## src/rtl/frame_burst_arbiter.sv

```systemverilog
`default_nettype none
// ============================================================================
// Module   : frame_burst_arbiter
// Brief    : Arbitrates frame read/write bursts onto one SDRAM controller
//            user port. One burst in flight, round-robin on ties; define
//            ARB_READ_PRIORITY_EN to make read win every tie.
// Revision : 1.0 - initial release
// ============================================================================
module frame_burst_arbiter #(
    parameter int MEM_DATA_BITS = 16,
    parameter int ADDR_BITS     = 24,
    parameter int BURST_BITS    = 10
) (
    input  logic                     mem_clk,
    input  logic                     rst_n,

    input  logic                     rd_burst_req,
    input  logic [BURST_BITS-1:0]    rd_burst_len,
    input  logic [ADDR_BITS-1:0]     rd_burst_addr,
    output logic                     rd_burst_data_valid,
    output logic [MEM_DATA_BITS-1:0] rd_burst_data,
    output logic                     rd_burst_finish,

    input  logic                     wr_burst_req,
    input  logic [BURST_BITS-1:0]    wr_burst_len,
    input  logic [ADDR_BITS-1:0]     wr_burst_addr,
    output logic                     wr_burst_data_req,
    input  logic [MEM_DATA_BITS-1:0] wr_burst_data,
    output logic                     wr_burst_finish,

    output logic                     sdram_rd_req,
    output logic                     sdram_wr_req,
    output logic [BURST_BITS-1:0]    sdram_len,
    output logic [ADDR_BITS-1:0]     sdram_addr,
    input  logic                     sdram_rd_valid,
    input  logic [MEM_DATA_BITS-1:0] sdram_rd_data,
    input  logic                     sdram_rd_finish,
    input  logic                     sdram_wr_data_req,
    output logic [MEM_DATA_BITS-1:0] sdram_wr_data,
    input  logic                     sdram_wr_finish,

    output logic                     busy,
    output logic                     len_err
);

    typedef enum logic [1:0] {
        ST_IDLE   = 2'd0,
        ST_GNT_WR = 2'd1,
        ST_GNT_RD = 2'd2,
        ST_TURN   = 2'd3
    } state_t;

    localparam logic c_LAST_RD = 1'b0;
    localparam logic c_LAST_WR = 1'b1;

    state_t                r_state;
    logic                  r_last_gnt;
    logic                  r_rd_req;
    logic                  r_wr_req;
    logic                  r_busy;
    logic                  r_len_err;
    logic [BURST_BITS-1:0] r_len;
    logic [ADDR_BITS-1:0]  r_addr;
    logic [BURST_BITS:0]   r_cnt;

    logic                  w_in_wr;
    logic                  w_in_rd;
    logic                  w_beat;
    logic                  w_finish;
    logic                  w_pick_wr;
    logic [BURST_BITS:0]   w_cnt_final;

    assign w_in_wr  = (r_state == ST_GNT_WR);
    assign w_in_rd  = (r_state == ST_GNT_RD);

    // Strobes of the side that does not hold the grant are dropped here.
    assign w_beat   = (w_in_wr & sdram_wr_data_req) | (w_in_rd & sdram_rd_valid);
    assign w_finish = (w_in_wr & sdram_wr_finish)   | (w_in_rd & sdram_rd_finish);

    // Beat count including a beat that lands in the finishing cycle.
    assign w_cnt_final = r_cnt + {{BURST_BITS{1'b0}}, w_beat};

    always_comb begin
        w_pick_wr = 1'b0;
`ifdef ARB_READ_PRIORITY_EN
        w_pick_wr = wr_burst_req & ~rd_burst_req;
`else
        w_pick_wr = wr_burst_req & (~rd_burst_req | (r_last_gnt == c_LAST_RD));
`endif
    end

    always_ff @(posedge mem_clk or negedge rst_n) begin
        if (!rst_n) begin
            r_state    <= ST_IDLE;
            r_last_gnt <= c_LAST_RD;
            r_rd_req   <= 1'b0;
            r_wr_req   <= 1'b0;
            r_busy     <= 1'b0;
            r_len_err  <= 1'b0;
            r_len      <= '0;
            r_addr     <= '0;
            r_cnt      <= '0;
        end else begin
            case (r_state)
                ST_IDLE: begin
                    if (rd_burst_req || wr_burst_req) begin
                        r_busy <= 1'b1;
                        r_cnt  <= '0;
                        if (w_pick_wr) begin
                            r_state    <= ST_GNT_WR;
                            r_wr_req   <= 1'b1;
                            r_len      <= wr_burst_len;
                            r_addr     <= wr_burst_addr;
                            r_last_gnt <= c_LAST_WR;
                        end else begin
                            r_state    <= ST_GNT_RD;
                            r_rd_req   <= 1'b1;
                            r_len      <= rd_burst_len;
                            r_addr     <= rd_burst_addr;
                            r_last_gnt <= c_LAST_RD;
                        end
                    end
                end

                ST_GNT_WR, ST_GNT_RD: begin
                    if (w_beat) begin
                        r_cnt <= w_cnt_final;
                    end
                    if (w_finish) begin
                        r_state  <= ST_TURN;
                        r_rd_req <= 1'b0;
                        r_wr_req <= 1'b0;
                        r_busy   <= 1'b0;
                        if (w_cnt_final != {1'b0, r_len}) begin
                            r_len_err <= 1'b1;
                        end
                    end
                end

                // The finished client drops its request during this cycle.
                ST_TURN: begin
                    r_state <= ST_IDLE;
                end

                default: begin
                    r_state <= ST_IDLE;
                end
            endcase
        end
    end

    assign sdram_rd_req        = r_rd_req;
    assign sdram_wr_req        = r_wr_req;
    assign sdram_len           = r_len;
    assign sdram_addr          = r_addr;
    assign busy                = r_busy;
    assign len_err             = r_len_err;

    assign rd_burst_data_valid = w_in_rd & sdram_rd_valid;
    assign rd_burst_finish     = w_in_rd & sdram_rd_finish;
    assign rd_burst_data       = sdram_rd_data;

    assign wr_burst_data_req   = w_in_wr & sdram_wr_data_req;
    assign wr_burst_finish     = w_in_wr & sdram_wr_finish;
    assign sdram_wr_data       = wr_burst_data;

endmodule
`default_nettype wire

```

## config.mk

```make
export PLATFORM = sky130hd
export DESIGN_NAME = frame_burst_arbiter
export DESIGN_NICKNAME = d
export VERILOG_FILES = /design/src/rtl/frame_burst_arbiter.sv
export SDC_FILE = /design/constraint.sdc
export NUM_CORES = 1
export LEC_CHECK = 0
export ABC_AREA = 1
export BUFFER_PORTS_ARGS = -buffer_cell sky130_fd_sc_hd__buf_4
export CAP_MARGIN = 5
export CORE_MARGIN = 5
export CORE_UTILIZATION = 44
export DETAILED_ROUTE_END_ITERATION = 8
export GPL_TIMING_DRIVEN = 0
export HOLD_SLACK_MARGIN = 0.03
export PLACE_DENSITY_LB_ADDON = 0.15
export SLEW_MARGIN = 20
export SYNTH_ARGS = -nofsm -noshare
export SYNTH_HDL_FRONTEND = slang
export SYNTH_SLANG_ARGS = --single-unit
```

## constraint.sdc

```tcl
create_clock -name mem_clk -period 2.15 [get_ports mem_clk]
set_input_delay 0.3225 -clock mem_clk [delete_from_list [all_inputs] [get_ports mem_clk]]
set_output_delay 0.3225 -clock mem_clk [all_outputs]
set_load 0.03 [all_outputs]
```

# Yosys cells after proc, flatten, opt, wreduce, memory -nomap -nowiden
# Cells that the tools add are included.
[op_classes]
n_addsub = 1
eq_ne = 9
mux = 19
n_bitwise = 10
reduce_logical = 11
[op_table]
columns = ["operator", "n"]
rows = [
  ["2-to-1 mux 24 bit", 1],
  ["2-to-1 mux 11 bit", 2],
  ["case mux 11 bit (2 select lines)", 1],
  ["adder 11 x 1 -> 11 bit", 1],
  ["inequality test 11 x 10 -> 1 bit", 1],
  ["2-to-1 mux 10 bit", 1],
  ["inequality test 2 bit, second input constant", 5],
  ["AND reduction 3 bit", 3],
  ["AND reduction 4 bit", 2],
  ["2-to-1 mux 1 bit", 7],
  ["2-to-1 mux 2 bit", 3],
  ["case mux 1 bit (2 select lines)", 3],
  ["case mux 2 bit (3 select lines)", 1],
  ["bitwise AND 1 bit", 5],
  ["== test 2 bit, second input constant", 2],
  ["AND reduction 2 bit", 2],
  ["bitwise OR 1 bit", 3],
  ["== test 2 x 1 -> 1 bit, second input constant", 1],
  ["logical NOT 2 bit", 1],
  ["inverter 1 bit", 2],
  ["nonzero test 2 bit", 1],
  ["OR reduction 2 bit", 1],
  ["logical OR 1 bit", 1],
]
[word_totals]
ff_bits = 52
output_inout_bits = 74

# Depth between registers and ports, before layout
# Gate-level depths: netlist of the first run.
[depth]
word_depth = 6
mapped_depth = 17

# Worst setup path before layout of the first run
# No wires, ideal clock.
[synth_path]
path_type = "register to register"
from = "register r_state[0]"
to = "register r_len_err (netlist: len_err)"
setup_ns = 0.120
t_arrival_ns = 1.862
required_time_ns = 2.030
path_slack_ns = 0.167
path_stages_with_launch = 17
path_buffers = 0
synth_period_minus_slack_ns = 1.983
path_cell_list = "dfrtp_1 -> inv_1 -> ha_1 -> nand2_1 -> nand2_1 -> ha_1 -> ha_1 -> nand2_2 -> nor2_1 -> nand2_1 -> nand2_1 -> nand2_1 -> nand2_1 -> nor2_1 -> nand3_1 -> o21ai_1 -> nand2_1"
[synth_via]
elab_chain_cells = 6
elab_cells_between_ends = 12
classes_between = "add/sub (1); eq/ne (3); bitwise (6); reduce/logical (2)"
[synth_rtl]
columns = ["item", "line", "rtl"]
rows = [
  ["start: declaration", "56", "state_t r_state;"],
  ["start signal: assignment", "94", "r_state <= ST_IDLE;"],
  ["start signal: assignment", "110", "r_state <= ST_GNT_WR;"],
  ["start signal: assignment", "116", "r_state <= ST_GNT_RD;"],
  ["== test 2 x 1 -> 1 bit or == test 2 bit (tied branches)", "73, 104, 74", ""],
  ["bitwise AND 1 bit", "77", "assign w_beat = (w_in_wr & sdram_wr_data_req) | (w_in_rd & sdram_rd_valid);"],
  ["bitwise OR 1 bit", "77", ""],
  ["adder 11 x 1 -> 11 bit", "81", "assign w_cnt_final = r_cnt + {{BURST_BITS{1'b0}}, w_beat};"],
  ["inequality test 11 x 10 -> 1 bit", "134", "if (w_cnt_final != {1'b0, r_len}) begin"],
  ["AND reduction 3 bit (no line) (*)", "--", ""],
  ["end signal: assignment", "99", "r_len_err <= 1'b0;"],
  ["end signal: assignment", "135", "r_len_err <= 1'b1;"],
  ["end: declaration", "61", "logic r_len_err;"],
]
# Every way passes the cells marked *; elsewhere a longest branch is shown, timed or not.
# A chain may end at the register's enable or synchronous reset.

# Final worst setup path of the first run
[layout_path]
from = "register r_state[1]"
to = "register r_len_err (netlist: len_err)"
# Same word-level chain as after synthesis.

==> out/qor_table.md, run 1 <==
| Step | Metric | Reported |
|:---|:---|:---|
| logic synthesis | Cell type with the highest aggregate area in the netlist | dfrtp_1 |
| grt | Global-route usage over all layers | 21.3% |
| clock tree | Clock input transition at the sequential cells of the worst setup and hold paths | 100 ps |
| cells and area | Cell area after layout | 4430 um2 |
| floorplanning | Chip width | 92.5 um |
| grt | Vias in the first global route | 3,213 |
| clock tree | Source-to-sink clock delay at the later pin of the worst-skew pair | 310 ps |
| worst setup path | Classification of the worst setup path | register to register |
| sta | Max-slew violations | 0 |
| logic synthesis | Most area-consuming cells after synthesis | dfrtp_1 (43%), nand2_1 (11%), o21ai_0 (8.4%) |
| sta | Final count of negative-setup-slack endpoints | 0 |
| placement | Placer's final routability congestion estimate | 0.847 |
| worst setup path | Critical-path maximum fanout | 7 |
| grt | First-pass GRT wire length | 14,800 um |
| worst setup path | Worst setup path startpoint | r_state[1] |
| logic synthesis | Cell count after synthesis | 403 |
| cells and area | Area Growth Syn to Fin | 48.1% |
| sta | Unrepaired setup endpoints after global routing | yes |
| placement | Post-placement cell area | 4210 um2 |
| floorplanning | DIE AREA | 8550 um2 |
| worst setup path | Start of the worst register-to-register path | r_state[1] |
| pwr | Leak pwr | 2.27 nW |
| clock tree | Number of levels in the clock H-tree | 2 |
| cells and area | Antenna fix cells | 0 |
| cells and area | Net count of the finished layout | 673 |
| routing | Remaining DRCs | 0 |
| sta | Number of hold violations in the final report | 0 |
| clock tree | Number of buffers added by the clock tree synthesis step | 5 |
| sta | Maximum operating frequency | 0.481 GHz |
| routing | Post-DR vias/cell | 5.05 |
| sta | Transition at the pin with the smallest max-transition slack | 665 ps |
| pwr | Areal power density over the cells | 1270 nW/um2 |
| run status | Status | finished, final reports clean |
| clock tree | Clock root cell | clkbuf_8 |
| grt | Maximum number of pins on one net before global-route repair | 53 |
| worst setup path | Required time of the worst setup path | 2360 ps |
| worst setup path | Worst EP arrival | 2290 ps |
| routing | Violation count after the first detailed-route iteration | 170 |
| cells and area | Layout cells sized above 1 | 38.9% |
| routing | Total detailed-routing wirelength | 9350 um |
| floorplanning | Die span in y | 92.5 um |
| cells and area | Most common cell after layout, fill and taps aside | buf_4 |
| hold path | Type of the most critical hold path | primary input to async pin |
| worst setup path | Type of origin of the critical path | register |
| worst setup path | Worst R2R Setup Slack | 70 ps |
| grt | Total congestion overflow | 0 |
| cells and area | Filler cells | 592 |
| logic synthesis | Post-synth cell types | 23 |
| sta | Shortest clock period the worst path allows after layout | 2080 ps |
| floorplanning | Initial core utilization | 44.5% |
| floorplanning | CORE AREA | 6720 um2 |
| clock tree | Clock Sinks | 52 |
| job | Max-capacitance violation count | 0 |
| clock tree | Clock tree from TritonCTS | built |
| logic synthesis | Nets in the synthesized netlist | 516 |
| clock tree | Maximum root-to-sink buffer count | 2 |
| worst setup path | Critical register-to-register path endpoint | len_err |
| routing | Via count | 3,237 |
| sta | Post-route clock skew | 11.2 ps |
| pwr | Highest ir drop seen on vdd | 0.000710 V |
| logic synthesis | Sequential element share of the synthesized area | 43.5% |
| logic synthesis | Synth Area per Inst | 7.43 um2 |
| floorplanning | Num ports | 182 |
| sta | Worst max-slew margin expressed relative to the limit | 55.6% |
| grt | Antenna violations before repair | 0 |
| routing | Final routed wire length divided by cell count | 14.6 um |
| placement | Hpwl dp | 7390 um |
| placement | Count of port buffers added during placement | 149 |
| worst setup path | Worst Reg2Reg Path Length in Cells | 15 |
| floorplanning | Number of rows in the core area | 30 |
| logic synthesis | Register bit total from synthesis | 52 |
| logic synthesis | Portion of synthesized cell area occupied by the leading cell type | 43.5% |
| logic synthesis | Number of warning messages in the yosys log | 0 |
| clock tree | Post-CTS Hold Fix Bufs | 0 |
| sta | Final hold slack | 31.8 ps |
| worst setup path | Worst setup EP type | register |
| cells and area | Highest-count cells in the layout ignoring fill and taps | buf_4 (182), nand2_1 (83), dfrtp_1 (52) |
| sta | Fin crit share | 96.7% |
| routing | Post-route antenna net violation count | 0 |
| routing | Detailed Routing Iterations Pass 1 | 4 |
| logic synthesis | Area of the mapped netlist | 2990 um2 |
## worst max-delay path by stage
stage	to	cells after the start
final	len_err	15
after global routing	len_err	15
after CTS	len_err	15
after detailed placement	len_err	15
after global placement	len_err	15
after floorplan	len_err	16
## stage by stage
stage          util [%]  total power [mW]  instances  setup TNS [ps]  worst slack [ps]
2_1_floorplan         -              3.71        403               0               167
5_1_grt            66.0              6.05        641            -115              -115
3_3_place_gp       62.7              4.87        632           -90.3             -90.3
3_5_place_dp       62.7              4.93        632            -146              -146
4_1_cts            64.6              5.53        640               0              1.24
6_report           66.0              5.63        641               0              70.7
## routing by layer
layer  track usage, %  share of wire, %
met1             24.5                38
met2             35.7                49
met3             7.80                10
met4             8.66               3.0
met5                0                 0
## timing repair
item                                    4_1_cts  5_1_grt
gates resized for setup                       9       18
pin swaps                                     2       11
endpoints found under the setup margin        1        1
setup buffers                                 0        1
## synth_stat cells
cell type,n
buf_4,32
nor3_1,1
clkbuf_1,8
buf_2,4
nand3_1,25
inv_2,2
a31oi_1,1
nor2_1,44
o22ai_1,20
dfrtp_1,52
ha_1,5
inv_1,39
o21ai_1,20
a21oi_2,1
o21ai_0,50
nand2_2,2
nor2_2,1
clkbuf_2,2
nand2_1,89
nor2_4,1
nand4_1,1
a21oi_1,2
xnor2_1,1
## area by class of cell
| type | instances | area (um2) | share of cell area, % |
|---|---|---|---|
| multi-input combinational | 264 | 1360 | 30.6 |
| sequential | 52 | 1300 | 29.4 |
| timing repair buffer | 150 | 1130 | 25.4 |
| buffer | 46 | 300 | 6.78 |
| inverter | 41 | 154 | 3.47 |
| tap | 80 | 100 | 2.26 |
| clock buffer | 6 | 82.6 | 1.86 |
| clock inverter | 2 | 10.0 | 0.226 |
## critical path, stage by stage (launching register included)
cell and delay (ps):
dfrtp_1 430, inv_2 110, ha_4 160, nand2_4 60, nand2_4 70, ha_4 150
ha_4 160, nand2_8 80, nor2_4 170, nand2_1 80, nand3_1 80, nand2_1 60
nor2_1 80, nand3_1 70, o21ai_1 150, nand2_1 70
## cells by family after synthesis
family / synth area share (%)
AND/OR/NAND/NOR: 22.2
AO/OA/AOI/OAI: 16.7
buffers and inverters: 15.2
adder cells (fa/ha/maj): 2.09
flip-flops: 43.5
XOR/XNOR: 0.293
## where the power goes
| part | total (mW) | switching [mW] | internal [mW] |
|---|---|---|---|
| clock network | 0.590 | 0.332 | 0.258 |
| logic | 3.37 | 2.15 | 1.22 |
| registers | 1.67 | 0.291 | 1.38 |
| total | 5.63 | 2.77 | 2.86 |
## sequential cells by signal (all words and copies together) (netlist names)
signal	flops
sdram_addr	24
sdram_rd_req	1
sdram_wr_req	1
len_err	1
sdram_len	10
busy	1
r_last_gnt	1
r_cnt	11
r_state	2
No activity file was read; power rests on OpenSTA's default activity.
==> inputs of run 2 (changes only) <==
- CORE_UTILIZATION: 44 -> 45
- CTS_BUF_LIST: not set -> sky130_fd_sc_hd__clkbuf_8
- PLACE_DENSITY: not set -> 0.95
- PLACE_DENSITY_LB_ADDON: 0.15 -> not set
==> run 2 against run 1 <==
The flow now finishes with violations (setup timing). Clock power rose by 21%. Via count rose by 5.1%. Global-route usage rose by 1.9 points. Critical path depth decreased by 1. Maximum frequency decreased by 3.8%. Total power is 4.7% higher. Sequential power is essentially flat. Count of clock-buffer cells in the layout stayed put. Critical path type unchanged. Critical endpoint unchanged.
==> out/qor_table.md, run 2 (synthesized netlist as in run 1, its figures left out) <==
| Step | Metric | Reported | Change |
|:---|:---|:---|:---|
| clock tree | Maximum root-to-sink buffer count | 2 | unchanged |
| sta | Shortest clock period the worst path allows after layout | 2160 ps | +81.6 ps |
| grt | Total congestion overflow | 0 | unchanged |
| grt | Maximum number of pins on one net before global-route repair | 53 | unchanged |
| placement | Hpwl dp | 7800 um | +5.5% |
| routing | Violation count after the first detailed-route iteration | 215 | +26% |
| placement | Count of port buffers added during placement | 149 | unchanged |
| routing | Final routed wire length divided by cell count | 16.1 um | +10% |
| grt | First-pass GRT wire length | 15,900 um | +7.5% |
| routing | Detailed Routing Iterations Pass 1 | 5 | +1 |
| sta | Final hold slack | 48.3 ps | +16.4 ps |
| worst setup path | Classification of the worst setup path | register to register |  |
| cells and area | Filler cells | 494 | -17% |
| floorplanning | DIE AREA | 8380 um2 | -2.0% |
| sta | Maximum operating frequency | 0.463 GHz | -3.8% |
| floorplanning | Num ports | 182 | unchanged |
| sta | Number of hold violations in the final report | 0 | unchanged |
| clock tree | Number of buffers added by the clock tree synthesis step | 5 | unchanged |
| job | Max-capacitance violation count | 0 | unchanged |
| run status | Violated checks | setup timing |  |
| sta | Worst max-slew margin expressed relative to the limit | 55.9% | +0.28 points |
| worst setup path | Critical-path maximum fanout | 7 | unchanged |
| routing | Remaining DRCs | 0 | unchanged |
| clock tree | Clock Sinks | 52 | unchanged |
| clock tree | Clock root cell | clkbuf_8 |  |
| sta | Unrepaired setup endpoints after global routing | yes |  |
| hold path | Type of the most critical hold path | primary input to async pin |  |
| clock tree | Clock tree from TritonCTS | built |  |
| pwr | Areal power density over the cells | 1300 nW/um2 | +2.0% |
| floorplanning | Die span in y | 91.6 um | -1.0% |
| pwr | Highest ir drop seen on vdd | 0.000906 V | +28% |
| floorplanning | Number of rows in the core area | 29 | -3.3% |
| sta | Final count of negative-setup-slack endpoints | 1 | +1 |
| floorplanning | Initial core utilization | 46.6% | +2.1 points |
| grt | Vias in the first global route | 3,417 | +6.3% |
| sta | Fin crit share | 101% | +3.8 points |
| floorplanning | Chip width | 91.6 um | -1.0% |
| placement | Placer's final routability congestion estimate | 0.888 | +4.8% |
| sta | Max-slew violations | 0 | unchanged |
| worst setup path | Worst Reg2Reg Path Length in Cells | 14 | -1 |
| clock tree | Source-to-sink clock delay at the later pin of the worst-skew pair | 300 ps | about the same |
| clock tree | Clock input transition at the sequential cells of the worst setup and hold paths | 100 ps | about the same |
| cells and area | Antenna fix cells | 0 | unchanged |
| cells and area | Area Growth Syn to Fin | 52.0% |  |
| worst setup path | Required time of the worst setup path | 2340 ps | -20 ps |
| sta | Post-route setup TNS | -10.9 ps | -10.9 ps |
| cells and area | Layout cells sized above 1 | 41.5% | +2.6 points |
| run status | Status | complete, but fails checks |  |
| grt | Global-route usage over all layers | 23.2% | +1.9 points |
| clock tree | Number of levels in the clock H-tree | 2 | unchanged |
| routing | Post-route antenna net violation count | 0 | unchanged |
| cells and area | Most common cell after layout, fill and taps aside | buf_4 |  |
| sta | Post-route clock skew | 6.76 ps | -4.48 ps |
| routing | Total detailed-routing wirelength | 10,400 um | +11% |
| placement | Count of placed standard cells including taps | 629 | -0.47% |
| worst setup path | Worst EP arrival | 2350 ps | +60 ps |
| worst setup path | Type of origin of the critical path | register |  |
| routing | Post-DR vias/cell | 5.27 | +4.3% |
| sta | Transition at the pin with the smallest max-transition slack | 661 ps | -4.24 ps |
| cells and area | Net count of the finished layout | 681 | +1.2% |
| sta | PnR worst setup slack | -10.9 ps | -81.6 ps |
| cells and area | Number of flip-flops in the largest register | 24 | unchanged |
| cells and area | Finished Layout Cells | 646 | +0.78% |
| cells and area | Highest-count cells in the layout ignoring fill and taps | buf_4 (190), nand2_1 (80), dfrtp_1 (52) |  |
| floorplanning | CORE AREA | 6420 um2 | -4.4% |
| grt | Antenna violations before repair | 0 | unchanged |
| worst setup path | Worst setup EP type | register |  |
| pwr | Leak pwr | 2.32 nW | +2.3% |
| routing | Via count | 3,402 | +5.1% |
==> run 2: cell types whose count changed in the layout (fill, tap and decap cells not counted), moves of 2 or more <==
cell	delta
buf_4	+8
clkinv_2	-2
nand2_1	-3
nand2_2	+3
nand3_1	-4
nand3_2	+4
nor2_1	-2
nor2_2	+2
==> run 2: metal layers <==
| metal | part of all wire (%) | GRT usage (%) | vias to the layer above | routed length, um |
|---|---|---|---|---|
| met5 | 0 | 0 | - | 0 |
| met4 | 3.0 | 7.29 | 0 | 316 |
| met3 | 10 | 8.60 | 29 | 1080 |
| met2 | 53 | 43.1 | 189 | 5510 |
| met1 | 34 | 24.1 | 1579 | 3510 |
| li1 | - | - | 1605 | - |
==> run 2: what timing repair did <==
item,CTS,global route
resized for setup,15,22
hold endpoints to repair,0,0
buffers inserted,0,9
pin swaps,1,16
hold buffers,0,0
endpoints found under the setup margin,1,1
==> run 2: area by class of cell <==
class	instances	area, um2	share of cell area (%)
well taps	77	96.3	2.12
inverters	41	154	3.38
multi-input cells	264	1390	30.6
clock buffers	6	82.6	1.82
repair buffers	158	1190	26.1
flip-flops and latches	52	1300	28.6
plain buffers	46	300	6.60
clock inverters	2	38.8	0.853
==> run 2: final timing paths <==
check                             startpoint             end  slack [ps]
min                                    rst_n  sdram_addr[16]          50
max reg2reg                       r_state[0]         len_err         -10
max in group asynchronous              rst_n        r_cnt[9]        1660
min reg2reg                          len_err         len_err         490
max                               r_state[0]         len_err         -10
min in group mem_clk       wr_burst_addr[20]  sdram_addr[20]         280
==> run 2: stage by stage <==
stage	setup WS, ps	total power [mW]	area, um2	utilization [%]
floorplan	167	3.71	2990	-
global placement	-102	4.82	4210	65.5
detailed placement	-182	4.93	4210	65.5
CTS	3.36	5.70	4400	68.5
global route	-141	6.28	4550	70.8
finish	-10.9	5.90	4550	70.8
==> run 2: report_power, final <==
group	internal, mW	leakage [nW]	switching, mW
clock network	0.381	0.0614	0.334
logic	1.29	1.61	2.23
registers	1.38	0.650	0.284
total	3.05	2.32	2.85
==> run 2: worst max-delay path, stage by stage (launching register included) <==
cell     delay (ps)
dfrtp_1         430
inv_2           110
ha_4            150
nand2_4          60
nand2_4          70
ha_4            160
nand2_2          80
nor2_4          260
nand3_2         150
nand3_2         110
nand2_1          70
nor2_2          120
nand3_2          90
o21ai_1         130
nand2_1          60
